`config.mk`:
```
export PLATFORM = sky130hd
export DESIGN_NAME = any1_load_align
export DESIGN_NICKNAME = d
export VERILOG_FILES = /design/src/rtl/any1_pkg.sv /design/src/rtl/any1_load_extend.sv /design/src/rtl/any1_load_align.sv
export SDC_FILE = /design/constraint.sdc
export NUM_CORES = 1
export LEC_CHECK = 0
export CAP_MARGIN = 20
export CORE_ASPECT_RATIO = 1.5
export CORE_MARGIN = 4
export CORE_UTILIZATION = 30
export DETAILED_ROUTE_END_ITERATION = 8
export PLACE_DENSITY = 0.51
export SLEW_MARGIN = 20
export SYNTH_ARGS = -nofsm -noshare
export SYNTH_HDL_FRONTEND = slang
export SYNTH_SLANG_ARGS = --single-unit
```
`constraint.sdc`:
```
create_clock -name clk_i -period 6.45 [get_ports clk_i]
set_input_delay 1.29 -clock clk_i [delete_from_list [all_inputs] [get_ports clk_i]]
set_output_delay 1.29 -clock clk_i [all_outputs]
set_load 0.02 [all_outputs]
```
`src/rtl/any1_pkg.sv`:
```
// Shared definitions for the any1 load alignment path: load size codes,
// the alignment FSM state type and the byte-lane select helper.
package any1_pkg;

    // Load size codes carried in func[2:0]; func[3] selects zero-extension.
    localparam logic [2:0] LDSZ_BYTE  = 3'd0;
    localparam logic [2:0] LDSZ_WYDE  = 3'd1;
    localparam logic [2:0] LDSZ_TETRA = 3'd2;
    localparam logic [2:0] LDSZ_OCTA  = 3'd3;
    localparam logic [2:0] LDSZ_HEXI  = 3'd4;

    // Width of one bus beat in bytes.
    localparam logic [5:0] BEAT_BYTES = 6'd32;

    typedef enum logic [1:0] {
        IDLE,
        BEAT0,
        BEAT1,
        DONE
    } e_ldalign_state;

    // Byte count for a size code; illegal codes return zero so that any
    // span computed from them is harmless (they never reach the bus).
    function automatic logic [5:0] ldbytes(input logic [2:0] size);
        logic [5:0] n;
        case (size)
            LDSZ_BYTE:  n = 6'd1;
            LDSZ_WYDE:  n = 6'd2;
            LDSZ_TETRA: n = 6'd4;
            LDSZ_OCTA:  n = 6'd8;
            LDSZ_HEXI:  n = 6'd16;
            default:    n = 6'd0;
        endcase
        return n;
    endfunction

    // Lane mask for one beat of an access of n bytes starting at lane off.
    // Beat 0 covers lanes off..min(off+n,32)-1, beat 1 covers the lanes
    // that spill past the end of the first line, i.e. 0..off+n-33.
    function automatic logic [31:0] ldsel(input logic [4:0] off,
                                          input logic [5:0] n,
                                          input logic       beat);
        logic [5:0]  span;
        logic [31:0] mask;
        span = {1'b0, off} + n;
        mask = '0;
        for (int i = 0; i < 32; i++) begin
            if (!beat) begin
                mask[i] = (6'(i) >= {1'b0, off}) && (6'(i) < span);
            end else begin
                mask[i] = (6'(i) + BEAT_BYTES) < span;
            end
        end
        return mask;
    endfunction

endpackage

```
`src/rtl/any1_load_extend.sv`:
```
// Combinational lane extractor: shifts the two-beat read window down to the
// addressed byte, keeps the access width and sign- or zero-extends it to
// 128 bits. Hexi loads fill the full result, so the unsigned flag is moot.
module any1_load_extend
    import any1_pkg::*;
(
    input  logic [511:0] pair,
    input  logic [4:0]   off,
    input  logic [2:0]   size,
    input  logic         uns,
    output logic [127:0] dat
);

    logic [127:0] win;
    logic [8:0]   shamt;

    assign shamt = {off, 3'b000};

    // Extract the addressed window and extend from the access's top bit.
    always_comb begin
        win = 128'(pair >> shamt);
        dat = '0;
        case (size)
            LDSZ_BYTE:  dat = {{120{win[7]  & ~uns}}, win[7:0]};
            LDSZ_WYDE:  dat = {{112{win[15] & ~uns}}, win[15:0]};
            LDSZ_TETRA: dat = {{96{win[31]  & ~uns}}, win[31:0]};
            LDSZ_OCTA:  dat = {{64{win[63]  & ~uns}}, win[63:0]};
            LDSZ_HEXI:  dat = win;
            default:    dat = '0;
        endcase
    end

endmodule

```
`src/rtl/any1_load_align.sv`:
```
// Load alignment unit: accepts a decoded load, runs one or two 256-bit bus
// read beats with the right lane selects, and returns the aligned, extended
// 128-bit result through a valid/ready handshake.
// Build option: ANY1_LDALIGN_SPLIT_EN enables line-crossing loads (second
// beat); without it a line-crossing load completes immediately with an error.
module any1_load_align
    import any1_pkg::*;
#(
    parameter int AWID = 32,
    parameter int TAGW = 6
) (
    input  logic            clk_i,
    input  logic            rst_i,
    input  logic            req_valid_i,
    output logic            req_ready_o,
    input  logic [3:0]      req_func_i,
    input  logic [AWID-1:0] req_adr_i,
    input  logic [TAGW-1:0] req_tag_i,
    output logic            bus_cyc_o,
    output logic [AWID-1:0] bus_adr_o,
    output logic [31:0]     bus_sel_o,
    input  logic            bus_ack_i,
    input  logic            bus_err_i,
    input  logic [255:0]    bus_dat_i,
    output logic            res_valid_o,
    input  logic            res_ready_i,
    output logic [127:0]    res_dat_o,
    output logic            res_err_o,
    output logic [TAGW-1:0] res_tag_o
);

    e_ldalign_state state_q, state_d;

    logic [3:0]      func_q;
    logic [AWID-1:0] adr_q;
    logic [TAGW-1:0] tag_q;

    logic [127:0]    res_dat_q;
    logic            res_err_q;
    logic [TAGW-1:0] res_tag_q;

    logic            req_take;
    logic            res_load;
    logic            res_fault;
    logic [TAGW-1:0] res_tag_d;
    logic            beat0_cap;

    logic [5:0]      req_n;
    logic [5:0]      req_span;
    logic            req_bad;

    logic [4:0]      off_q;
    logic [5:0]      n_q;
    logic [5:0]      span_q;
    logic [AWID-1:0] line_adr;

    logic [511:0]    pair;
    logic [127:0]    ext_dat;

`ifdef ANY1_LDALIGN_SPLIT_EN
    logic [255:0]    beat0_q;
`endif

    // Decode of the incoming request, used only while idle.
    assign req_n    = ldbytes(req_func_i[2:0]);
    assign req_span = {1'b0, req_adr_i[4:0]} + req_n;
`ifdef ANY1_LDALIGN_SPLIT_EN
    assign req_bad  = (req_func_i[2:0] > LDSZ_HEXI);
`else
    assign req_bad  = (req_func_i[2:0] > LDSZ_HEXI) || (req_span > BEAT_BYTES);
`endif

    // Decode of the latched request that drives the bus beats.
    assign off_q    = adr_q[4:0];
    assign n_q      = ldbytes(func_q[2:0]);
    assign span_q   = {1'b0, off_q} + n_q;
    assign line_adr = {adr_q[AWID-1:5], 5'b00000};

    // The result loads on the same edge that samples the final ack, so the
    // last beat comes straight from the bus and only beat 0 needs storage.
`ifdef ANY1_LDALIGN_SPLIT_EN
    assign pair = (state_q == BEAT1) ? {bus_dat_i, beat0_q} : {256'b0, bus_dat_i};
`else
    assign pair = {256'b0, bus_dat_i};
`endif

    any1_load_extend u_extend (
        .pair (pair),
        .off  (off_q),
        .size (func_q[2:0]),
        .uns  (func_q[3]),
        .dat  (ext_dat)
    );

    // State register; reset abandons any request in flight.
    always_ff @(posedge clk_i) begin
        if (rst_i) begin
            state_q <= IDLE;
        end else begin
            state_q <= state_d;
        end
    end

    // Next-state logic plus bus and handshake outputs. Error beats take
    // priority over ack, and bus responses outside a beat state are ignored.
    always_comb begin
        state_d     = state_q;
        req_ready_o = 1'b0;
        req_take    = 1'b0;
        bus_cyc_o   = 1'b0;
        bus_adr_o   = '0;
        bus_sel_o   = '0;
        res_valid_o = 1'b0;
        res_load    = 1'b0;
        res_fault   = 1'b0;
        res_tag_d   = tag_q;
        beat0_cap   = 1'b0;
        case (state_q)
            IDLE: begin
                req_ready_o = 1'b1;
                if (req_valid_i) begin
                    req_take = 1'b1;
                    if (req_bad) begin
                        state_d   = DONE;
                        res_load  = 1'b1;
                        res_fault = 1'b1;
                        res_tag_d = req_tag_i;
                    end else begin
                        state_d = BEAT0;
                    end
                end
            end
            BEAT0: begin
                bus_cyc_o = 1'b1;
                bus_adr_o = line_adr;
                bus_sel_o = ldsel(off_q, n_q, 1'b0);
                if (bus_err_i) begin
                    state_d   = DONE;
                    res_load  = 1'b1;
                    res_fault = 1'b1;
                end else if (bus_ack_i) begin
`ifdef ANY1_LDALIGN_SPLIT_EN
                    if (span_q > BEAT_BYTES) begin
                        state_d   = BEAT1;
                        beat0_cap = 1'b1;
                    end else begin
                        state_d  = DONE;
                        res_load = 1'b1;
                    end
`else
                    state_d  = DONE;
                    res_load = 1'b1;
`endif
                end
            end
`ifdef ANY1_LDALIGN_SPLIT_EN
            BEAT1: begin
                bus_cyc_o = 1'b1;
                bus_adr_o = line_adr + AWID'(BEAT_BYTES);
                bus_sel_o = ldsel(off_q, n_q, 1'b1);
                if (bus_err_i) begin
                    state_d   = DONE;
                    res_load  = 1'b1;
                    res_fault = 1'b1;
                end else if (bus_ack_i) begin
                    state_d  = DONE;
                    res_load = 1'b1;
                end
            end
`endif
            DONE: begin
                res_valid_o = 1'b1;
                if (res_ready_i) begin
                    state_d = IDLE;
                end
            end
            default: begin
                state_d = IDLE;
            end
        endcase
    end

    // Request latch: captured once on accept and held for the whole load.
    always_ff @(posedge clk_i) begin
        if (rst_i) begin
            func_q <= '0;
            adr_q  <= '0;
            tag_q  <= '0;
        end else if (req_take) begin
            func_q <= req_func_i;
            adr_q  <= req_adr_i;
            tag_q  <= req_tag_i;
        end
    end

`ifdef ANY1_LDALIGN_SPLIT_EN
    // First-beat holding register for line-crossing loads.
    always_ff @(posedge clk_i) begin
        if (rst_i) begin
            beat0_q <= '0;
        end else if (beat0_cap) begin
            beat0_q <= bus_dat_i;
        end
    end
`endif

    // Result registers: loaded when the final beat or a fault is seen, then
    // held untouched while the consumer stalls.
    always_ff @(posedge clk_i) begin
        if (rst_i) begin
            res_dat_q <= '0;
            res_err_q <= 1'b0;
            res_tag_q <= '0;
        end else if (res_load) begin
            res_dat_q <= res_fault ? '0 : ext_dat;
            res_err_q <= res_fault;
            res_tag_q <= res_tag_d;
        end
    end

    assign res_dat_o = res_dat_q;
    assign res_err_o = res_err_q;
    assign res_tag_o = res_tag_q;

endmodule

```
==> impl_metrics.json, run 1 <==
{
  "nNetsFinal": 2950,
  "start_util": 0.3024,
  "worst_path_most_repeated_cell": "nand2_1",
  "yosysWarnings": 0,
  "path_buf_inv": 2,
  "wire_per_inst_um": 34.94,
  "tns_ns": 0,
  "ctsHoldBuffers": 0,
  "fill_cells": 6582,
  "place.gp.congestion": 1.038,
  "die_w_um": 215.9,
  "layout_setup_ws_ns": 0.9811,
  "post-route-period-util": 0.8479,
  "grt-ovfl-total": 0,
  "finalSetupViolations": 0,
  "seqCellArea_sq_um": 3602,
  "cts-root-buf": "clkbuf_16",
  "cts_resized": 0,
  "worst_skew_pair.late_latency_ns": 0.48,
  "ioPinCount": 506,
  "first_pass_iters": 6,
  "dpl.hpwl_mm": 94.89,
  "maxCapViolCount": 0,
  "grt_max_degree": 124,
  "holdPathStages": 2,
  "portBuffers": 500,
  "worst_r2r_path_depth": 10,
  "vias": 22260,
  "worst_ep_arrival_time_ns": 4.18,
  "async_flop_share": 0,
  "r2r-end": "res_dat_o[85]",
  "ys.flop_type": "dfxtp_1",
  "cts_tree": "yes",
  "r2r_start": "adr_q[1]",
  "syn_to_final_growth_pct": 30.99,
  "synth_compound_area_frac": 0.2435,
  "syn_inst": 2295,
  "via_per_inst": 6.312,
  "h-tree-depth": 4,
  "min-delay-start": "res_dat_o[41]",
  "yosysUniqueCellTypes": 75,
  "syn_area_sq_um": 19450,
  "synthAdderAreaFrac": 0.008490,
  "post_cts_buffers": 0,
  "slew-limit-headroom": 0.1837,
  "worst-r2r-setup-slack_ns": 1.85,
  "coreArea_sq_um": 64330,
  "cts_sinks": 179,
  "grt_pass1_vias": 22550,
  "worstSetupStartpointType": "flop",
  "pre_cts_slack_ns": 1.556,
  "cp_top_family": "simple AND/OR/NAND/NOR gates",
  "multi_input_area_sq_um": 14660,
  "finalHoldViolations": 0,
  "rsz0062_at_grt": "false",
  "die_area_sq_um": 69060,
  "cts_buffer_depth": 2,
  "p_leak_nw": 9.040,
  "drtIter0Drc": 2453,
  "numCtsBuffers": 17,
  "ys_seq_area_frac": 0.1842,
  "power_density_nw_per_um2": 186.8,
  "fmaxAchievable_mhz": 182.9,
  "synth_edf_count": 0,
  "grt_pass1_wl_mm": 170.6,
  "drtAntennaViolNets": 0,
  "slowest_delay_ns": 0.67,
  "dieHeight_um": 319.9,
  "layout-drive-gt1-share": 0.1394,
  "hold_slack_ns": 0.4406,
  "min_period_ns": 5.469,
  "outcome": "finished, final reports clean",
  "crit_required_ns": 5.16,
  "endpoint_kind": "primary output",
  "hold_path.class": "reg -> reg",
  "worstMarginPinSlew_ns": 1.224,
  "critPathSlowestCell": "clkdlybuf4s50_1",
  "synth_top_family_by_area": "multiplexers",
  "crit_chain": "nor3_1, ha_1, inv_1, fa_1, xnor2_1, nand2_1, o21ai_0, nand2_1, a221oi_1, clkdlybuf4s50_1",
  "rows": 114,
  "finalPower_mw": 4.759,
  "routed_wl_mm": 123.2,
  "grt_util_all_layers": 0.3413,
  "finClkSkew_ns": 0.02948,
  "clkTransAtPathRegs_ns": 0.07,
  "synth_seq_cells": 179,
  "crit_path_max_fanout": 8,
  "yosys.area_share.simple": 0.1659,
  "slew_viol_final": 0,
  "synth_xor_area_frac": 0.002701,
  "crit_type": "reg -> out",
  "syn_area_per_cell_sq_um": 8.476,
  "antenna_found_initial": 10,
  "drcViolationCount": 0,
  "synth_mux_area_frac": 0.3296,
  "crit_cells": 10,
  "vdd_ir_drop_max_mv": 0.1852,
  "min_delay_worst_endpoint": "res_dat_o[41]"
}
==> synth_stat cells (all sizes together), types with 10 or more instances <==
cell type	count	share of area
a22oi	51	0.020
o22ai	55	0.018
nand3	40	0.010
o21ai	121	0.031
nor2	143	0.028
a211oi	41	0.016
inv	19	0.0037
nor3	28	0.0075
nand2	384	0.074
dfxtp	179	0.18
and3	12	0.0039
a221oi	33	0.015
o31a	15	0.0068
buf	130	0.041
and2	47	0.015
a21oi	170	0.044
a211o	13	0.0059
mux2	74	0.043
clkbuf	108	0.021
nand2b	22	0.0071
o211ai	28	0.011
mux4	172	0.20
o221ai	11	0.0050
ha	10	0.0064
mux2i	170	0.087
a221o	73	0.038
a22o	13	0.0059
nor2b	32	0.010
==> worst max path at each step <==
stage | to | from | slack [ns]
finish | bus_sel_o[28] | func_q[0] | 0.98
global route | bus_sel_o[30] | func_q[0] | 0.72
CTS | bus_sel_o[28] | func_q[0] | 1.03
detailed placement | res_dat_o[3] | req_func_i[0] | 1.56
global placement | bus_sel_o[8] | func_q[0] | 1.61
floorplan | bus_sel_o[10] | adr_q[1] | 1.93
==> tightest hold or removal path: stages (launching register included) <==
cell	delay [ns]
dfxtp_1	0.31
nand2_1	0.05
nand2_1	0.04
==> power breakdown <==
group | internal (mW) | switching [mW]
clock network | 0.524 | 0.553
registers | 1.16 | 0.0576
logic | 0.930 | 1.54
==> layer usage <==
metal	track usage	share of wire
met1	0.3337	0.31
met2	0.5873	0.49
met3	0.07584	0.076
met4	0.3296	0.12
met5	0	0.000089
==> kinds of logic (layout without fill, tap and decap cells) <==
| family | after synthesis | count (layout) |
|---|---|---|
| fa+ha+maj | 12 | 12 |
| mux | 416 | 416 |
| xor+xnor | 6 | 6 |
| flops | 179 | 179 |
| other cells | 1 | 15 |
| buf+inv | 258 | 606 |
| compound gates | 689 | 689 |
| simple gates | 734 | 734 |
==> layout by cell type (no fill, tap or decap), types with 15 or more instances in the layout <==
cell,count
mux2_2,73
a21oi_1,170
clkdlybuf4s50_1,499
mux2i_1,170
nor3_1,26
nand2b_1,22
mux4_2,172
nor2b_1,30
o211ai_1,28
clkbuf_16,17
a22oi_1,51
inv_1,15
a211oi_1,39
o21ai_0,118
and2_1,42
nand3_1,40
o22ai_1,55
dfxtp_1,174
a221oi_1,32
a221o_1,73
buf_4,51
nor2_1,141
nand2_1,383
o31a_1,15
==> stage by stage <==
step	utilization	instances	cell area (sq um)
floorplan	-	2299	19470
detailed placement	0.3864	3483	24860
global route	0.3959	3523	25470
finish	0.3961	3527	25480
CTS	0.3954	3515	25430
global placement	0.3864	3483	24860
==> state kept, by name, summed over array words and instances (netlist names) <==
register   count
state_q        2
res_err_o      1
func_q         4
res_tag_o      6
tag_q          6
adr_q         32
res_dat_o    128
==> area by class of cell <==
type / count / area share
antenna: 10 / 0.0009821
tap: 870 / 0.04272
timing repair buffer: 554 / 0.2136
clock inverter: 14 / 0.005500
inverter: 20 / 0.003094
sequential: 179 / 0.1414
clock buffer: 18 / 0.01724
multi-input combinational: 1862 / 0.5755
Power figures use the tool's default switching activity.
==> inputs of run 2 (changes only) <==
Clock period 6.45 ns to 5.7 ns, I/O delays scaled along.
==> run 2 against run 1 <==
Setup slack got worse by 0.65 ns. Highest routed layer is now met4. Sequential power grew 12%. Via count fell by 1.6%. Cell area barely moved. Final cell count fell by 0.28%. Critical path type unchanged.
==> impl_metrics.json, run 2 (same netlist as run 1, synthesis figures left out) <==
{
  "die_area_sq_um": 69060,
  "finalPower_mw": 5.416,
  "finalSetupViolations": 0,
  "coreArea_sq_um": 64330,
  "crit_path_max_fanout": 8,
  "power.internal_mw": 2.956,
  "finalHoldViolations": 0,
  "fmaxAchievable_mhz": 186.3,
  "dpl.hpwl_mm": 94.30,
  "post-route-period-util": 0.9420,
  "rsz0062_at_grt": "false",
  "cts_tree": "yes",
  "seqPwrFrac": 0.252,
  "maxCapViolCount": 0,
  "place.gp.congestion": 1.025,
  "largest_reg_flops": 128,
  "cts-root-buf": "clkbuf_16",
  "hold_path.class": "reg -> reg",
  "cts_resized": 0,
  "numCtsBuffers": 17,
  "die_w_um": 215.9,
  "dieHeight_um": 319.9,
  "p_leak_nw": 9.029,
  "antenna_found_initial": 6,
  "routed_wl_mm": 122.2,
  "drtAntennaViolNets": 0,
  "drcViolationCount": 0,
  "outcome": "finished, final reports clean",
  "worst_skew_pair.late_latency_ns": 0.48,
  "worst_ep_arrival_time_ns": 4.23,
  "worstMarginPinSlew_ns": 1.299,
  "rows": 114,
  "tns_ns": 0,
  "slew-limit-headroom": 0.1343,
  "slew_viol_final": 0,
  "endpoint_kind": "primary output",
  "syn_to_final_growth_pct": 31.07,
  "grt_pass1_vias": 22350,
  "net-switching-power_mw": 2.460,
  "switching_share": 0.4542,
  "nNetsFinal": 2943,
  "crit_type": "reg -> out",
  "post_cts_buffers": 0,
  "cts_sinks": 179,
  "drtIter0Drc": 2043,
  "combPwrFrac": 0.514,
  "ctsHoldBuffers": 0,
  "grt-ovfl-total": 0,
  "start_util": 0.3024,
  "layout_common_cells": "clkdlybuf4s50_1 (499), nand2_1 (383), dfxtp_1 (174)",
  "via_per_inst": 6.231,
  "grt_max_degree": 174,
  "vdd_ir_drop_max_mv": 0.2313,
  "first_pass_iters": 7,
  "min_period_ns": 5.369,
  "grt_util_all_layers": 0.3383,
  "worstSetupStartpointType": "flop",
  "pwr-share-clk": 0.234,
  "power_density_nw_per_um2": 212.4,
  "layout-drive-gt1-share": 0.1364,
  "grt_pass1_wl_mm": 169.0,
  "wire_per_inst_um": 34.74,
  "crit_required_ns": 4.56,
  "portBuffers": 500,
  "finClkSkew_ns": 0.02977,
  "h-tree-depth": 4,
  "cts_buffer_depth": 2,
  "clkTransAtPathRegs_ns": 0.09,
  "final_common_cell": "clkdlybuf4s50_1",
  "ioPinCount": 506,
  "vias": 21910
}
==> run 2: metal layers <==
layer,part of all wire,wire (um),vias to the layer above,track usage
li1,-,-,9473,-
met1,0.32,39200,10870,0.3309
met2,0.50,61270,1212,0.6004
met3,0.065,7915,362,0.06044
met4,0.11,13790,0,0.3118
met5,0,0,-,0
==> run 2: path summary, 6_finish.rpt <==
check                           cells past startpoint              to          start  slack (ns)
worst max-delay path                               10   bus_sel_o[28]      func_q[0]        0.33
worst min-delay path                                2   res_dat_o[37]  res_dat_o[37]        0.44
worst max register to register                      9  res_dat_o[108]       adr_q[1]        1.21
worst min register to register                      2   res_dat_o[37]  res_dat_o[37]        0.44
==> run 2: area by class of cell <==
class / instances / area [sq um]
fill: 6539 / 38830
multi-input combinational: 1862 / 14660
timing repair buffer: 547 / 5453
sequential: 179 / 3602
tap: 870 / 1089
clock buffer: 17 / 425.4
clock inverter: 15 / 175.2
inverter: 20 / 78.83
antenna: 7 / 17.52
==> run 2: metrics by stage <==
stage	utilization	setup WS (ns)	instances	cell area (sq um)	hold slack (ns)
final	0.3963	0.3309	3517	25500	0.4432
after global routing	0.3963	0.06158	3515	25490	0.4645
after CTS	0.3961	0.3501	3510	25480	0.4442
after detailed placement	0.3867	0.9277	3478	24880	0.4355
after global placement	0.3867	1.001	3478	24880	0.4318
after floorplan	-	1.333	2299	19470	0.4317
==> run 2: power groups by stage <==
stage	combinational, mW	sequential (mW)	clock [mW]
after detailed placement	2.72	1.39	0
after floorplan	1.46	1.41	0
after CTS	2.73	1.36	1.30
final	2.79	1.36	1.27
after global routing	2.88	1.37	1.34
after global placement	2.71	1.39	0
==> run 2: worst max-delay path: stages (launching register included) <==
cell             delay, ns
dfxtp_1               0.38
nor3_1                0.43
ha_1                  0.26
inv_1                 0.06
fa_1                  0.40
xnor2_1               0.60
nand2_1               0.32
o21ai_0               0.25
nand2_1               0.13
a221oi_1              0.26
clkdlybuf4s50_1       0.67
